===== src/rtl/shift_pkg.sv =====
// Shared definitions for the universal shift register: operation codes and
// the counter-width helper used by the top, the interface and the counter.
package shift_pkg;

  localparam logic [2:0] MODE_HOLD  = 3'b000;
  localparam logic [2:0] MODE_SHL   = 3'b001;
  localparam logic [2:0] MODE_SHR   = 3'b010;
  localparam logic [2:0] MODE_ASR   = 3'b011;
  localparam logic [2:0] MODE_ROL   = 3'b100;
  localparam logic [2:0] MODE_ROR   = 3'b101;
  localparam logic [2:0] MODE_LOAD  = 3'b110;
  localparam logic [2:0] MODE_CLEAR = 3'b111;

  function automatic int cnt_width(int width);
    return $clog2(width + 1);
  endfunction

endpackage


===== src/rtl/univ_shift_reg_if.sv =====
// Control/data bundle of the universal shift register; the master drives the
// operation, the slave (the register) returns contents, count and done.
interface univ_shift_reg_if #(
    parameter int WIDTH = 6
);

    logic                                      en;
    logic [2:0]                                mode;
    logic                                      sin_l;
    logic                                      sin_r;
    logic [WIDTH-1:0]                          pdata;
    logic [WIDTH-1:0]                          q;
    logic                                      sout_l;
    logic                                      sout_r;
    logic [shift_pkg::cnt_width(WIDTH)-1:0]    cnt;
    logic                                      done;

    modport master (
        output en, mode, sin_l, sin_r, pdata,
        input  q, sout_l, sout_r, cnt, done
    );

    modport slave (
        input  en, mode, sin_l, sin_r, pdata,
        output q, sout_l, sout_r, cnt, done
    );

endinterface


===== src/rtl/shift_cnt.sv =====
// Saturating shift counter with a registered one-cycle done pulse fired on
// the edge where the count first reaches WIDTH.
module shift_cnt
    import shift_pkg::*;
#(
    parameter int WIDTH = 6
) (
    input  logic                          clk,
    input  logic                          clr,
    input  logic                          inc,
    input  logic                          restart,
    output logic [cnt_width(WIDTH)-1:0]   cnt,
    output logic                          done
);

    localparam int CW = cnt_width(WIDTH);
    localparam logic [CW-1:0] CNT_MAX = CW'(WIDTH);

    logic [CW-1:0] cnt_r;
    logic          done_r;

    // restart outranks inc so a load/clear on the completing edge suppresses done
    always_ff @(posedge clk or negedge clr) begin
        if (!clr) begin
            cnt_r  <= '0;
            done_r <= 1'b0;
        end else if (restart) begin
            cnt_r  <= '0;
            done_r <= 1'b0;
        end else if (inc && (cnt_r != CNT_MAX)) begin
            cnt_r  <= cnt_r + CW'(1);
            done_r <= (cnt_r == CNT_MAX - CW'(1));
        end else begin
            done_r <= 1'b0;
        end
    end

    assign cnt  = cnt_r;
    assign done = done_r;

endmodule


===== src/rtl/univ_shift_reg.sv =====
// Universal shift register: shift/rotate/arithmetic modes, parallel load and
// clear, with a saturating shift counter for serialiser/deserialiser use.
module univ_shift_reg
    import shift_pkg::*;
#(
    parameter int               WIDTH     = 6,
    parameter logic [WIDTH-1:0] RESET_VAL = '0
) (
    input  logic                    clk,
    input  logic                    clr,
    univ_shift_reg_if.slave         bus
);

    if (WIDTH < 2) begin : g_width_check
        $error("univ_shift_reg: WIDTH must be >= 2");
    end

    logic [WIDTH-1:0] q_r;
    logic             is_shift;
    logic             is_restart;

    always_comb begin
        is_shift   = 1'b0;
        is_restart = 1'b0;
        case (bus.mode)
            MODE_SHL, MODE_SHR, MODE_ASR, MODE_ROL, MODE_ROR: is_shift = bus.en;
            MODE_LOAD, MODE_CLEAR:                            is_restart = bus.en;
            default: ;
        endcase
    end

    // unknown or HOLD mode falls through to the default and keeps q
    always_ff @(posedge clk or negedge clr) begin
        if (!clr) begin
            q_r <= RESET_VAL;
        end else if (bus.en) begin
            case (bus.mode)
                MODE_SHL:   q_r <= {q_r[WIDTH-2:0], bus.sin_l};
                MODE_SHR:   q_r <= {bus.sin_r, q_r[WIDTH-1:1]};
                MODE_ASR:   q_r <= {q_r[WIDTH-1], q_r[WIDTH-1:1]};
                MODE_ROL:   q_r <= {q_r[WIDTH-2:0], q_r[WIDTH-1]};
                MODE_ROR:   q_r <= {q_r[0], q_r[WIDTH-1:1]};
                MODE_LOAD:  q_r <= bus.pdata;
                MODE_CLEAR: q_r <= '0;
                default:    q_r <= q_r;
            endcase
        end
    end

    shift_cnt #(.WIDTH(WIDTH)) u_cnt (
        .clk     (clk),
        .clr     (clr),
        .inc     (is_shift),
        .restart (is_restart),
        .cnt     (bus.cnt),
        .done    (bus.done)
    );

    assign bus.q      = q_r;
    assign bus.sout_l = q_r[WIDTH-1];
    assign bus.sout_r = q_r[0];

endmodule


===== src/flat_wrapper.sv =====
// flat-port wrapper written by rule: the top's interface ports become plain ports
module univ_shift_reg_flat import shift_pkg::*;
#(
    parameter int               WIDTH     = 6,
    parameter logic [WIDTH-1:0] RESET_VAL = '0
)
  (clk, clr, bus_en, bus_mode, bus_sin_l, bus_sin_r, bus_pdata, bus_q, bus_sout_l, bus_sout_r, bus_cnt, bus_done);
  univ_shift_reg_if #(.WIDTH(WIDTH)) bus_i ();
  input  logic clk;
  input  logic clr;
  input wire logic [$bits(bus_i.en)-1:0] bus_en;
  input wire logic [$bits(bus_i.mode)-1:0] bus_mode;
  input wire logic [$bits(bus_i.sin_l)-1:0] bus_sin_l;
  input wire logic [$bits(bus_i.sin_r)-1:0] bus_sin_r;
  input wire logic [$bits(bus_i.pdata)-1:0] bus_pdata;
  output wire logic [$bits(bus_i.q)-1:0] bus_q;
  output wire logic [$bits(bus_i.sout_l)-1:0] bus_sout_l;
  output wire logic [$bits(bus_i.sout_r)-1:0] bus_sout_r;
  output wire logic [$bits(bus_i.cnt)-1:0] bus_cnt;
  output wire logic [$bits(bus_i.done)-1:0] bus_done;
  assign bus_i.en = bus_en;
  assign bus_i.mode = bus_mode;
  assign bus_i.sin_l = bus_sin_l;
  assign bus_i.sin_r = bus_sin_r;
  assign bus_i.pdata = bus_pdata;
  assign bus_q = bus_i.q;
  assign bus_sout_l = bus_i.sout_l;
  assign bus_sout_r = bus_i.sout_r;
  assign bus_cnt = bus_i.cnt;
  assign bus_done = bus_i.done;
  univ_shift_reg #(.WIDTH(WIDTH), .RESET_VAL(RESET_VAL)) u_core (.clk(clk), .clr(clr), .bus(bus_i));
endmodule

===== config.mk =====
export PLATFORM = sky130hd
export DESIGN_NAME = univ_shift_reg_flat
export DESIGN_NICKNAME = d
export VERILOG_FILES = /design/src/rtl/shift_pkg.sv /design/src/rtl/univ_shift_reg_if.sv /design/src/rtl/shift_cnt.sv /design/src/rtl/univ_shift_reg.sv /design/src/flat_wrapper.sv
export SDC_FILE = /design/constraint.sdc
export NUM_CORES = 1
export LEC_CHECK = 0
export ABC_AREA = 1
export ABC_CLOCK_PERIOD_IN_PS = 1500
export CAP_MARGIN = 20
export CORE_MARGIN = 2
export CORE_UTILIZATION = 44
export CTS_CLUSTER_SIZE = 24
export DETAILED_ROUTE_END_ITERATION = 6
export GPL_TIMING_DRIVEN = 0
export PLACE_DENSITY = 0.86
export REMOVE_ABC_BUFFERS = 1
export SYNTH_ARGS = -nofsm -noshare
export SYNTH_HDL_FRONTEND = slang
export SYNTH_SLANG_ARGS = --single-unit

===== constraint.sdc =====
create_clock -name clk -period 1.5 [get_ports clk]
set_clock_uncertainty 0.05 [all_clocks]
set_input_delay 0.225 -clock clk [delete_from_list [all_inputs] [get_ports clk]]
set_output_delay 0.225 -clock clk [all_outputs]
set_load 0.03 [all_outputs]

==> results.json, run 1 <==
{
  "power_density_nw_per_um2": 1050,
  "grt_pass1_vias": 627,
  "outcome": "finished clean",
  "nFillCells": 159,
  "layout.cells.non_filler": 149,
  "async_flop_share": 1.00,
  "period_minus_slack_ns": 1.39,
  "final_cell_area_um2": 1010,
  "worstPathArrival_ns": 1.48,
  "drc": 0,
  "reg2reg_from": "u_core.u_cnt.cnt[0]$_DFFE_PN0P_",
  "leakagePower_nw": 0.559,
  "cts_made_buffers": 3,
  "maxSlewHeadroom": 0.728,
  "cts_sinks": 10,
  "die_y_um": 45.8,
  "clk_pin_slew_ns": 0.05,
  "path_class": "input port to flip-flop",
  "crit_start": "bus_mode[1]",
  "avgRoutedWirePerCell_um": 11.2,
  "vdd_ir_drop_max_v": 0.000544,
  "synth-warning-count": 0,
  "rsz0062_at_grt": "no",
  "grt_max_degree": 12,
  "slew_violations": 0,
  "synth_ff_type": "dfrtp_1",
  "place_inst": 146,
  "antenna_found_initial": 0,
  "routed_via_density": 4.86,
  "tightest_slew_ns": 0.407,
  "synth_most_common_cell": "nand2_1",
  "cts_tree": "built",
  "cts_buffer_depth": 2,
  "start_util": 0.456,
  "die_w_um": 45.8,
  "ys_types": 19,
  "avgSynthCellArea_um2": 7.12,
  "cts_setup_buffers": 0,
  "cp-end-kind": "flip-flop",
  "antennaDiodeCount": 0,
  "grt_pass1_wl_um": 2570,
  "fmax_mhz": 719,
  "cts_max_level": 1,
  "drt_iter0_markers": 13,
  "p_total_mw": 1.06,
  "seq_area_frac_synth": 0.325,
  "final_nets": 151,
  "postRouteAntennaNets": 0,
  "drt-pass1-iter-count": 4,
  "postLayoutCoreUtil": 0.598,
  "routed_wl_um": 1670,
  "gp_congestion": 0.846,
  "syn-cell-area_um2": 769,
  "yosys-top-cells-area": "dfrtp_1 (33%), nand2_1 (15%), nand3_1 (9.8%)",
  "num_vias": 724,
  "finalCritPeriodShare": 0.927,
  "fp.coreArea_um2": 1690,
  "fp-row-count": 15,
  "io_pins": 26,
  "synth_commonest_cells": "nand2_1 (31), nor2_1 (18), nand3_1 (15)",
  "yosys.area.top_type": "dfrtp_1",
  "yosysTopAreaCellShare": 0.325,
  "required_ns": 1.59,
  "setup_violations": 0,
  "synth_cells": 108,
  "portBuffers": 25,
  "dieArea_um2": 2100,
  "ctsRootBufferMaster": "clkbuf_4",
  "post-dp-hpwl_um": 1340,
  "finalHoldViolCount": 0,
  "grt_overflow": 0,
  "dpl_cell_area_um2": 1000,
  "gr-usage-all-layers": 0.173,
  "hp-class": "input port to async pin",
  "crit_path_max_fanout": 11,
  "syn_to_final_growth_pct": 31.2,
  "cap_violations": 0,
  "synth_edf_count": 0,
  "start_kind": "input port",
  "drive_above_1_share": 0.129,
  "clk_latency_ns": 0.25,
  "fin_hold_ws_ns": 0.219,
  "synth-seq-cells": 10
}
## final timing paths
check                                                   to  slack [ns]  depth (start not counted)
max                            u_core.bus.q[2]$_DFFE_PN0P_        0.11                          7
min reg2reg                    u_core.bus.q[5]$_DFFE_PN0P_        0.52                          2
max reg2reg                u_core.u_cnt.cnt[1]$_DFFE_PN0P_        0.20                          6
max in group asynchronous      u_core.bus.q[3]$_DFFE_PN0P_        0.90                          1
min                            u_core.u_cnt.done$_DFF_PN0_        0.22                          1
min in group clk               u_core.bus.q[5]$_DFFE_PN0P_        0.52                          2
## flip-flops by register name, summed over array words and instances (netlist names)
name	cells
u_core.bus.q	6
u_core.u_cnt.cnt	3
u_core.u_cnt.done	1
## power breakdown
group	total, mW	internal, mW	switching (mW)
logic	0.490	0.181	0.309
registers	0.408	0.330	0.0780
clock network	0.162	0.0914	0.0709
total	1.06	0.603	0.458
## layout by cell type, fill, tap and decap left out
cell type and n:
a21boi_2 1, clkbuf_4 3, clkdlybuf4s50_1 12, dfrtp_1 10, dlygate4sd2_1 13, ha_1 3
inv_1 7, inv_2 3, nand2_1 31, nand2_2 3, nand2_4 3, nand3_1 15
nand3_2 2, nand3_4 1, nand4_1 3, nor2_1 18, nor3_1 1, o21ai_1 1
o21ai_2 1, xor2_1 1
## logic make-up (layout without fill, tap and decap cells)
kind of cell / Yosys count / after routing / synth area share
AOI/OAI and AO/OA: 3 / 3 / 0.0325
xor gates and xnor gates: 1 / 1 / 0.0114
adders and majority gates: 3 / 3 / 0.0488
buffers and inverters: 14 / 38 / 0.0976
DFF: 10 / 10 / 0.325
and+or+nand+nor: 77 / 77 / 0.485
## critical path: stages
cell and delay, ns:
clkdlybuf4s50_1 0.51, inv_2 0.25, nand3_2 0.18, nand2_2 0.12, inv_2 0.06, nor2_1 0.09, nor2_1 0.05
## layout make-up
cell class	count	area, um^2	area share
Multi-Input combinational cell	84	444	0.440
Sequential cell	10	250	0.248
Timing Repair Buffer	25	234	0.232
Inverter	10	37.5	0.0372
Clock buffer	3	22.5	0.0223
Tap cell	17	21.3	0.0211
## metal layers
layer / vias to the layer above / wire length [um] / global-route usage / share of wire
li1: 388 / - / - / -
met1: 317 / 812 / 0.238 / 0.49
met2: 17 / 777 / 0.254 / 0.47
met3: 2 / 63 / 0.0119 / 0.038
met4: 0 / 14 / 0.126 / 0.0084
met5: - / 0 / 0 / 0
## repair_timing
| action | in CTS | in global routing |
|---|---|---|
| gates resized for setup | 13 | 0 |
| hold buffers | 0 | 0 |
| endpoints found under the setup margin | 16 | 0 |
## through the flow
stage	setup TNS, ns	setup WS (ns)
4_1_cts	0	0.102
3_5_place_dp	-2.27	-0.306
2_1_floorplan	0	0.0774
6_report	0	0.110
3_3_place_gp	-2.01	-0.293
5_1_grt	0	0.0276
(Power assumes the default switching activity.)
==> run 2: changes to the inputs <==
- CORE_MARGIN: 2 -> 3
- SETUP_SLACK_MARGIN: not set -> 0.15
==> run 2 against run 1 <==
Global-route usage shrank 1.2 points. Largest cell class unchanged. Worst hold slack lost 0.0069 ns. Count of clock-buffer cells in the layout rose by 1. Non-clock buffer count grew 1. Clock power increased by 43%. Design area up 2.0%. Largest power group unchanged. Total power is 9.9% higher. Sequential share of layout area fell by 0.36 points. First-iteration DRC count increased by 100%. Flip-flop and latch count stayed put.
==> results.json, run 2 (synthesis gave the netlist of run 1 again) <==
{
  "cts_max_level": 1,
  "drive_above_1_share": 0.231,
  "required_ns": 1.22,
  "vdd_ir_drop_max_v": 0.000883,
  "p_total_mw": 1.17,
  "rsz0062_at_grt": "yes",
  "worstPathArrival_ns": 1.10,
  "hp-class": "input port to async pin",
  "avgRoutedWirePerCell_um": 11.8,
  "slowest_delay_ns": 0.42,
  "cts_buffer_depth": 2,
  "gp_congestion": 0.867,
  "tightest_slew_ns": 0.418,
  "layout_commonest_cell": "nand2_1",
  "cp-end-kind": "primary output",
  "fp.coreArea_um2": 1580,
  "slew_violations": 0,
  "routed_wl_um": 1760,
  "portBuffers": 25,
  "final_cell_mix": "nand2_1 (31), nor2_1 (18), nand3_1 (15), clkdlybuf4s50_1 (9), dfrtp_1 (9)",
  "final_nets": 152,
  "clk_pin_slew_ns": 0.06,
  "drt_iter0_markers": 26,
  "die_w_um": 47.8,
  "critPathBufInv": 1,
  "clk_latency_ns": 0.26,
  "leakagePower_nw": 0.560,
  "num_vias": 738,
  "fin_hold_ws_ns": 0.212,
  "post-dp-hpwl_um": 1460,
  "period_minus_slack_ns": 1.38,
  "cts_sinks": 10,
  "grt_overflow": 0,
  "fp-row-count": 14,
  "start_kind": "flip-flop",
  "grt_pass1_wl_um": 2530,
  "postRouteAntennaNets": 0,
  "start_util": 0.488,
  "hold_buffers": 0,
  "grt_max_degree": 12,
  "drc": 0,
  "largest_reg_flops": 6,
  "gr-usage-all-layers": 0.161,
  "finalHoldViolCount": 0,
  "path_class": "flip-flop to primary output",
  "dieArea_um2": 2290,
  "drt-pass1-iter-count": 4,
  "fin_tns_setup_ns": 0,
  "setup_violations": 0,
  "cp_top_family": "flip-flops",
  "cts_made_buffers": 3,
  "routed_via_density": 4.92,
  "power_density_nw_per_um2": 1130,
  "grt_pass1_vias": 594,
  "antennaDiodeCount": 0,
  "io_pins": 26,
  "fmax_mhz": 727,
  "ctsRootBufferMaster": "clkbuf_4",
  "cts_tree": "built",
  "cp_cell_sequence": "clkdlybuf4s15_1",
  "outcome": "finished clean",
  "syn_to_final_growth_pct": 33.8,
  "maxSlewHeadroom": 0.720,
  "die_y_um": 47.8,
  "cap_violations": 0,
  "antenna_found_initial": 0,
  "crit_path_max_fanout": 5,
  "finalCritPeriodShare": 0.917,
  "critPathSlowestCell": "dfrtp_1"
}
==> run 2: cell types whose count changed in the layout (fill, tap and decap cells not counted), sizes merged <==
cell | previous run | this run
buf | 0 | 1
clkbuf | 3 | 9
clkdlybuf4s15 | 0 | 7
clkdlybuf4s50 | 12 | 9
dlygate4sd2 | 13 | 3
dlymetal6s2s | 0 | 1
==> run 2: cell type report <==
cell class,instances,area (um^2)
clock buffers,4,36.3
repair buffers,26,238
flip-flops and latches,10,251
well taps,16,20.0
fillers,154,547
multi-input cells,84,444
inverters,10,40.0
==> run 2: metrics by stage <==
stage / area (um^2) / utilization / cells / worst slack [ns]
final: 1030 / 0.653 / 150 / 0.124
after floorplan: 732 / - / 104 / 0.0774
after global routing: 1030 / 0.653 / 150 / 0.0979
after detailed placement: 1000 / 0.636 / 145 / -0.312
after CTS: 1040 / 0.659 / 149 / 0.0769
after global placement: 1000 / 0.636 / 145 / -0.308
==> run 2: layer usage <==
metal  wire length (um)  share of wire  track usage
met1                828           0.47        0.234
met2                853           0.48        0.232
met3                 64          0.036       0.0226
met4                 16         0.0091       0.0806
met5                  0              0            0
==> run 2: path summary, 6_finish.rpt <==
kind / start / end / slack [ns] / depth (start not counted)
setup / recovery: u_core.u_cnt.cnt[1]$_DFFE_PN0P_ / bus_cnt[1] / 0.12 / 1
hold / removal: clr / u_core.bus.q[5]$_DFFE_PN0P_ / 0.21 / 1
setup reg to reg: u_core.u_cnt.cnt[0]$_DFFE_PN0P_ / u_core.u_cnt.cnt[1]$_DFFE_PN0P_ / 0.22 / 6
hold reg to reg: u_core.bus.q[2]$_DFFE_PN0P_ / u_core.bus.q[2]$_DFFE_PN0P_ / 0.53 / 2
max in group asynchronous: clr / u_core.u_cnt.cnt[2]$_DFFE_PN0P_ / 0.87 / 1
min in group clk: bus_en / u_core.bus.q[5]$_DFFE_PN0P_ / 0.39 / 4
==> run 2: what timing repair did <==
action	in CTS	in global routing
buffers inserted	0	1
pin swaps	0	2
gates resized for setup	29	12
gates cloned	0	0
setup endpoints to repair	22	12
==> run 2: power by group <==
group	leakage, nW	internal (mW)	total (mW)	switching, mW
registers	0.123	0.332	0.413	0.0807
logic	0.416	0.200	0.521	0.321
clock network	0.0210	0.147	0.231	0.0843
total	0.560	0.680	1.17	0.486
